[src/rtl/uart_instr_server.sv]
// uart_instr_server: UART responder that receives a 32-bit PC (4 bytes, LE, 8N1)
//   and returns the 32-bit ROM word at that address (4 bytes, LE, 8N1).
// Latency: first reply start bit leaves 3 clks after the 4th PC byte's stop sample.
// Backpressure: none; bytes that arrive during FETCH/TX_WORD are dropped silently.
// Ports: clk/reset (sync, active-high); rx/tx serial link (idle high);
//   rom_addr/rom_data synchronous ROM (data 1 clk after addr);
//   busy (request in flight); frame_err (1-clk pulse); req_count (completed requests).
module uart_instr_server #(
  parameter int          CLKS_PER_BIT = 868,
  parameter int          ADDR_W       = 10,
  parameter int          TIMEOUT_BITS = 32,
  parameter logic [31:0] NOP_WORD     = 32'h00000013
) (
  input  logic              clk,
  input  logic              reset,
  input  logic              rx,
  output logic              tx,
  output logic [ADDR_W-1:0] rom_addr,
  input  logic [31:0]       rom_data,
  output logic              busy,
  output logic              frame_err,
  output logic [15:0]       req_count
);

  localparam int CNT_W   = $clog2(CLKS_PER_BIT);
  localparam int TO_CLKS = TIMEOUT_BITS * CLKS_PER_BIT;
  localparam int TO_W    = $clog2(TO_CLKS);
  localparam logic [CNT_W-1:0] BIT_LAST  = CNT_W'(CLKS_PER_BIT - 1);
  localparam logic [CNT_W-1:0] HALF_LAST = CNT_W'(CLKS_PER_BIT / 2 - 1);
  localparam logic [TO_W-1:0]  TO_LAST   = TO_W'(TO_CLKS - 1);

  typedef enum logic [1:0] {R_IDLE, R_START, R_DATA, R_STOP} rx_state_e;
  typedef enum logic [1:0] {M_IDLE, M_RX_WORD, M_FETCH, M_TX_WORD} m_state_e;

  // RX engine state
  logic             rx_s1_q, rx_s1_d, rx_s2_q, rx_s2_d, rx_prev_q, rx_prev_d;
  rx_state_e        rx_state_q, rx_state_d;
  logic [CNT_W-1:0] rx_cnt_q, rx_cnt_d;
  logic [2:0]       rx_bit_q, rx_bit_d;
  logic [7:0]       rx_sh_q, rx_sh_d;
  logic             rx_vld_q, rx_vld_d, rx_bad_q, rx_bad_d;

  // Main FSM / TX state
  m_state_e         m_state_q, m_state_d;
  logic [31:0]      pc_q, pc_d, word_q, word_d;
  logic [1:0]       pc_cnt_q, pc_cnt_d;
  logic [TO_W-1:0]  to_cnt_q, to_cnt_d;
  logic             fetch_ph_q, fetch_ph_d;
  logic             tx_q, tx_d;
  logic [CNT_W-1:0] tx_cnt_q, tx_cnt_d;
  logic [3:0]       tx_bit_q, tx_bit_d;    // 0 = start, 1..8 = data, 9 = stop
  logic [1:0]       tx_byte_q, tx_byte_d;
  logic [15:0]      req_count_q, req_count_d;
  logic             frame_err_q, frame_err_d;

  logic [7:0] tx_cur;
  logic       pc_ok;

  assign tx_cur    = word_q[{tx_byte_q, 3'b000} +: 8];
  assign pc_ok     = (pc_q[1:0] == 2'b00) && ((pc_q >> (ADDR_W + 2)) == 32'd0);
  assign rom_addr  = pc_q[ADDR_W+1:2];
  assign tx        = tx_q;
  assign busy      = (m_state_q != M_IDLE);
  assign frame_err = frame_err_q;
  assign req_count = req_count_q;

  // RX bit engine; it keeps running in every main state, the main FSM decides
  // whether a finished byte is used.
  always_comb begin
    rx_s1_d    = rx;
    rx_s2_d    = rx_s1_q;
    rx_prev_d  = rx_s2_q;
    rx_state_d = rx_state_q;
    rx_cnt_d   = rx_cnt_q;
    rx_bit_d   = rx_bit_q;
    rx_sh_d    = rx_sh_q;
    rx_vld_d   = 1'b0;
    rx_bad_d   = 1'b0;
    case (rx_state_q)
      R_IDLE: begin
        rx_cnt_d = '0;
        if (rx_prev_q && !rx_s2_q) rx_state_d = R_START;
      end
      R_START: begin
        if (rx_cnt_q == HALF_LAST) begin
          rx_cnt_d   = '0;
          rx_bit_d   = 3'd0;
          // Line back high at mid-start: glitch, not a frame.
          rx_state_d = rx_s2_q ? R_IDLE : R_DATA;
        end else begin
          rx_cnt_d = rx_cnt_q + 1'b1;
        end
      end
      R_DATA: begin
        if (rx_cnt_q == BIT_LAST) begin
          rx_cnt_d = '0;
          rx_sh_d  = {rx_s2_q, rx_sh_q[7:1]};
          rx_bit_d = rx_bit_q + 3'd1;
          if (rx_bit_q == 3'd7) rx_state_d = R_STOP;
        end else begin
          rx_cnt_d = rx_cnt_q + 1'b1;
        end
      end
      R_STOP: begin
        if (rx_cnt_q == BIT_LAST) begin
          rx_cnt_d   = '0;
          rx_vld_d   = rx_s2_q;
          rx_bad_d   = !rx_s2_q;
          rx_state_d = R_IDLE;
        end else begin
          rx_cnt_d = rx_cnt_q + 1'b1;
        end
      end
      default: rx_state_d = R_IDLE;
    endcase
  end

  // Main request FSM, including the TX bit engine.
  always_comb begin
    m_state_d   = m_state_q;
    pc_d        = pc_q;
    pc_cnt_d    = pc_cnt_q;
    to_cnt_d    = to_cnt_q;
    fetch_ph_d  = fetch_ph_q;
    word_d      = word_q;
    tx_d        = tx_q;
    tx_cnt_d    = tx_cnt_q;
    tx_bit_d    = tx_bit_q;
    tx_byte_d   = tx_byte_q;
    req_count_d = req_count_q;
    frame_err_d = 1'b0;
    case (m_state_q)
      M_IDLE: begin
        pc_cnt_d = 2'd0;
        if (rx_vld_q) begin
          pc_d      = {24'd0, rx_sh_q};
          pc_cnt_d  = 2'd1;
          to_cnt_d  = '0;
          m_state_d = M_RX_WORD;
        end else if (rx_bad_q) begin
          frame_err_d = 1'b1;
        end
      end
      M_RX_WORD: begin
        if (rx_vld_q) begin
          pc_d[{pc_cnt_q, 3'b000} +: 8] = rx_sh_q;
          pc_cnt_d = pc_cnt_q + 2'd1;
          to_cnt_d = '0;
          if (pc_cnt_q == 2'd3) begin
            fetch_ph_d = 1'b0;
            m_state_d  = M_FETCH;
          end
        end else if (rx_bad_q || (to_cnt_q == TO_LAST)) begin
          // Bad stop bit or idle too long: abandon the partial PC.
          frame_err_d = 1'b1;
          pc_cnt_d    = 2'd0;
          m_state_d   = M_IDLE;
        end else begin
          to_cnt_d = to_cnt_q + 1'b1;
        end
      end
      M_FETCH: begin
        // Phase 0 presents the address, phase 1 sees the ROM data.
        if (!fetch_ph_q) begin
          fetch_ph_d = 1'b1;
        end else begin
          fetch_ph_d = 1'b0;
          word_d     = pc_ok ? rom_data : NOP_WORD;
          tx_d       = 1'b0;
          tx_cnt_d   = '0;
          tx_bit_d   = 4'd0;
          tx_byte_d  = 2'd0;
          m_state_d  = M_TX_WORD;
        end
      end
      M_TX_WORD: begin
        if (tx_cnt_q == BIT_LAST) begin
          tx_cnt_d = '0;
          if (tx_bit_q == 4'd9) begin
            if (tx_byte_q == 2'd3) begin
              tx_d        = 1'b1;
              req_count_d = req_count_q + 16'd1;
              m_state_d   = M_IDLE;
            end else begin
              // Next start bit follows the stop bit directly.
              tx_byte_d = tx_byte_q + 2'd1;
              tx_bit_d  = 4'd0;
              tx_d      = 1'b0;
            end
          end else begin
            tx_bit_d = tx_bit_q + 4'd1;
            tx_d     = (tx_bit_q == 4'd8) ? 1'b1 : tx_cur[tx_bit_q[2:0]];
          end
        end else begin
          tx_cnt_d = tx_cnt_q + 1'b1;
        end
      end
      default: m_state_d = M_IDLE;
    endcase
  end

  always_ff @(posedge clk) begin
    if (reset) begin
      rx_s1_q     <= 1'b1;
      rx_s2_q     <= 1'b1;
      rx_prev_q   <= 1'b1;
      rx_state_q  <= R_IDLE;
      rx_cnt_q    <= '0;
      rx_bit_q    <= 3'd0;
      rx_sh_q     <= 8'd0;
      rx_vld_q    <= 1'b0;
      rx_bad_q    <= 1'b0;
      m_state_q   <= M_IDLE;
      pc_q        <= 32'd0;
      pc_cnt_q    <= 2'd0;
      to_cnt_q    <= '0;
      fetch_ph_q  <= 1'b0;
      word_q      <= 32'd0;
      tx_q        <= 1'b1;
      tx_cnt_q    <= '0;
      tx_bit_q    <= 4'd0;
      tx_byte_q   <= 2'd0;
      req_count_q <= 16'd0;
      frame_err_q <= 1'b0;
    end else begin
      rx_s1_q     <= rx_s1_d;
      rx_s2_q     <= rx_s2_d;
      rx_prev_q   <= rx_prev_d;
      rx_state_q  <= rx_state_d;
      rx_cnt_q    <= rx_cnt_d;
      rx_bit_q    <= rx_bit_d;
      rx_sh_q     <= rx_sh_d;
      rx_vld_q    <= rx_vld_d;
      rx_bad_q    <= rx_bad_d;
      m_state_q   <= m_state_d;
      pc_q        <= pc_d;
      pc_cnt_q    <= pc_cnt_d;
      to_cnt_q    <= to_cnt_d;
      fetch_ph_q  <= fetch_ph_d;
      word_q      <= word_d;
      tx_q        <= tx_d;
      tx_cnt_q    <= tx_cnt_d;
      tx_bit_q    <= tx_bit_d;
      tx_byte_q   <= tx_byte_d;
      req_count_q <= req_count_d;
      frame_err_q <= frame_err_d;
    end
  end

endmodule

[config.mk]
export PLATFORM = sky130hd
export DESIGN_NAME = uart_instr_server
export DESIGN_NICKNAME = d
export VERILOG_FILES = /design/src/rtl/uart_instr_server.sv
export SDC_FILE = /design/constraint.sdc
export NUM_CORES = 1
export LEC_CHECK = 0
export ABC_AREA = 0
export BUFFER_PORTS_ARGS = -buffer_cell sky130_fd_sc_hd__buf_2
export CAP_MARGIN = 20
export CORE_ASPECT_RATIO = 1.1
export CORE_UTILIZATION = 45
export DETAILED_ROUTE_END_ITERATION = 10
export SLEW_MARGIN = 15
export SYNTH_ARGS = -nofsm -noshare
export SYNTH_HDL_FRONTEND = slang
export SYNTH_SLANG_ARGS = --single-unit
[constraint.sdc]
create_clock -name clk -period 4.75 [get_ports clk]
set_clock_uncertainty 0.2 [all_clocks]
set_input_delay 0.95 -clock clk [delete_from_list [all_inputs] [get_ports clk]]
set_output_delay 0.95 -clock clk [all_outputs]
set_load 0.02 [all_outputs]
==> flow_summary.toml <==
[floorplan]
die_y_um = 128
die_x_um = 116
pin_count = 64
start_util = 0.465
rows = 45
core_sq_um = 13900
dieArea_sq_um = 14800

[global_routing]
grt_pass1_wl_mm = 23.2
grt-ovfl-total = 0
first_global_vias = 4984
grt_max_degree = 75
grt.total_usage = 0.197
antenna_found_initial = 0

[logic_synthesis]
synth_cell_types = 57
yosys.area_share.simple = 0.238
async_flop_share = 0
synthMuxAreaShare = 0.0517
ys_seq_area_frac = 0.452
synthFlopType = "dfxtp_1"
synth_edf_count = 0
yosys.area_share.adder = 0.0290
ys_seq_elements = 146
synthCells = 721
synth_top_family_by_area = "simple AND/OR/NAND/NOR gates"
synthXorXnorAreaFrac = 0.0393
syn-mean-instance-area_sq_um = 8.96
synth_area_sq_um = 6460
synth-compound-area-share = 0.147
synth_warnings = 0
synth_nets = 771

[route]
wirelength_mm = 14.0
antenna_left = 0
avgViaCountPerCell = 5.55
vias = 5342
wire_per_inst_um = 14.5
dr.pass1.iters = 5
remaining_drc_errors = 0
drt_iter0_drc = 295

[final_layout]
drive_gt1_frac = 0.157
antenna_cells = 0
syn2layout_area_growth_pct = 15.2
fin_nets = 812

[clock_tree]
clock_latency_ps = 410
cts_setup_buffers = 0
cts_tree = "built"
clk_pin_slew_worst_paths_ps = 60
root_buffer = "clkbuf_16"
hold_buffers = 0
cts.htree.levels = 4
cts_buffer_depth = 2
cts_resized = 0
cts_buffers = 17
cts_sinks = 146

[sta]
fin_crit_ps = 2710
setup_viol = 0
period_share = 0.571
worst_pin_slew_ps = 764
slew_violations = 0
setup_ws_ps = 2040
rsz0062_at_grt = "false"
slew_headroom = 0.490
max_freq_mhz = 369
hold_viol_final = 0
tns_ps = 0

[power_and_ir_drop]
powerDensity_nw_per_um2 = 352
vdd_ir_drop_max_mv = 0.227
p_leak_nw = 2.76

[setup_path]
start_kind = "register"
worstPathMaxFanout = 12
required_ps = 4820
cp.arrival_ps = 2780
critPathCaptureType = "register"
path_class = "register to register"

[placement]
port_buffers = 63
place_ws_ps = 1870
dpl.hpwl_mm = 9.74
place.gp.congestion = 0.822

[flow_run]
cap_violations = 0

[worst_hold_path]
hp-class = "register to register"

[outcome]
status = "finished, final reports clean"
[metrics by stage]
step	hold WS, ps	cells	total power [mW]	utilization	cell area, sq um
6_report	207	963	2.62	0.535	7440
5_1_grt	222	963	2.70	0.535	7440
4_1_cts	209	963	2.65	0.535	7440
3_5_place_dp	195	931	1.30	0.492	6840
3_3_place_gp	192	931	1.30	0.492	6840
2_1_floorplan	189	721	1.28	-	6460
[final timing paths]
check,cells past startpoint,from,to,slack [ps]
min reg2reg,1,rx_s1_q,rx_prev_d,210
max,6,tx_byte_q[0],register,2040
min,1,rx_s1_q,rx_prev_d,210
max reg2reg,6,tx_byte_q[0],register,2040
[worst max-delay path: stages (launching register included)]
cell      delay, ps
dfxtp_1         760
ha_1            470
nand4b_1        160
a221o_1         370
a211oi_1        340
mux2i_1         220
nor2_1           50
[report_power, final]
part,internal [mW],switching (mW),leakage [nW],total [mW]
clock,0.840,0.509,0.290,1.35
sequential,1.23,0.00184,1.18,1.23
combinational,0.0143,0.0261,1.30,0.0404
[placed cells by master, fill, tap and decap left out, drive strengths merged, types with 3 or more instances in the layout]
cell / count
mux4: 7
clkbuf: 19
and2: 6
o211ai: 6
xor2: 12
clkinvlp: 3
or3: 12
nand4: 15
clkinv: 5
nor4b: 4
nor3b: 3
nor4: 13
nor4bb: 5
or4: 6
bufinv: 3
nor2: 135
a22oi: 64
nor3: 9
and4: 5
a211oi: 5
dfxtp: 146
a31oi: 3
xnor2: 17
or2: 6
nand2: 38
a21o: 3
a21oi: 26
nand3: 25
inv: 19
and3: 11
o31ai: 3
buf: 68
ha: 15
nor2b: 4
o21ai: 21
mux2i: 15
[cell usage after synthesis, types with 15 or more instances]
cell / number / area, sq um
mux2i_1: 15 / 150
a21oi_1: 26 / 130
dfxtp_1: 146 / 2920
ha_1: 15 / 188
a22oi_1: 64 / 480
clkbuf_1: 30 / 113
xnor2_1: 17 / 149
inv_1: 16 / 60.1
nand4_1: 15 / 93.8
o21ai_0: 17 / 85.1
nand2_1: 38 / 143
nand3_1: 25 / 125
nor2_1: 134 / 503
[kinds of logic after synthesis]
group | count (synthesis)
AO/OA/AOI/OAI | 140
buffers and inverters | 63
flip-flops | 146
XOR/XNOR | 29
AND/OR/NAND/NOR | 304
adder cells (fa/ha/maj) | 15
multiplexers | 24
[final cells by class]
type | instances | area (sq um)
multi-input cells | 512 | 3260
inverters | 17 | 63.8
clock inverters | 13 | 159
repair buffers | 68 | 355
fillers | 1331 | 6460
flip-flops and latches | 146 | 2920
clock buffers | 19 | 443
well taps | 188 | 235
[sequential cells by signal, summed over array words and instances (netlist names), 4 cells and up, named ones only]
| register | cells |
|---|---|
| word_q | 32 |
| rx_cnt_q | 10 |
| req_count | 16 |
| rx_sh_q | 8 |
| to_cnt_q | 15 |
| tx_bit_q | 4 |
| pc_q | 32 |
| tx_cnt_q | 10 |
[layer usage]
metal | global-route usage | wire length, um | up-vias
met5 | 0 | 0 | -
met4 | 0.0611 | 123 | 0
met3 | 0.0506 | 531 | 9
met2 | 0.323 | 6760 | 112
met1 | 0.251 | 6540 | 2553
li1 | - | - | 2668
No activity file was read; power rests on OpenSTA's default activity.
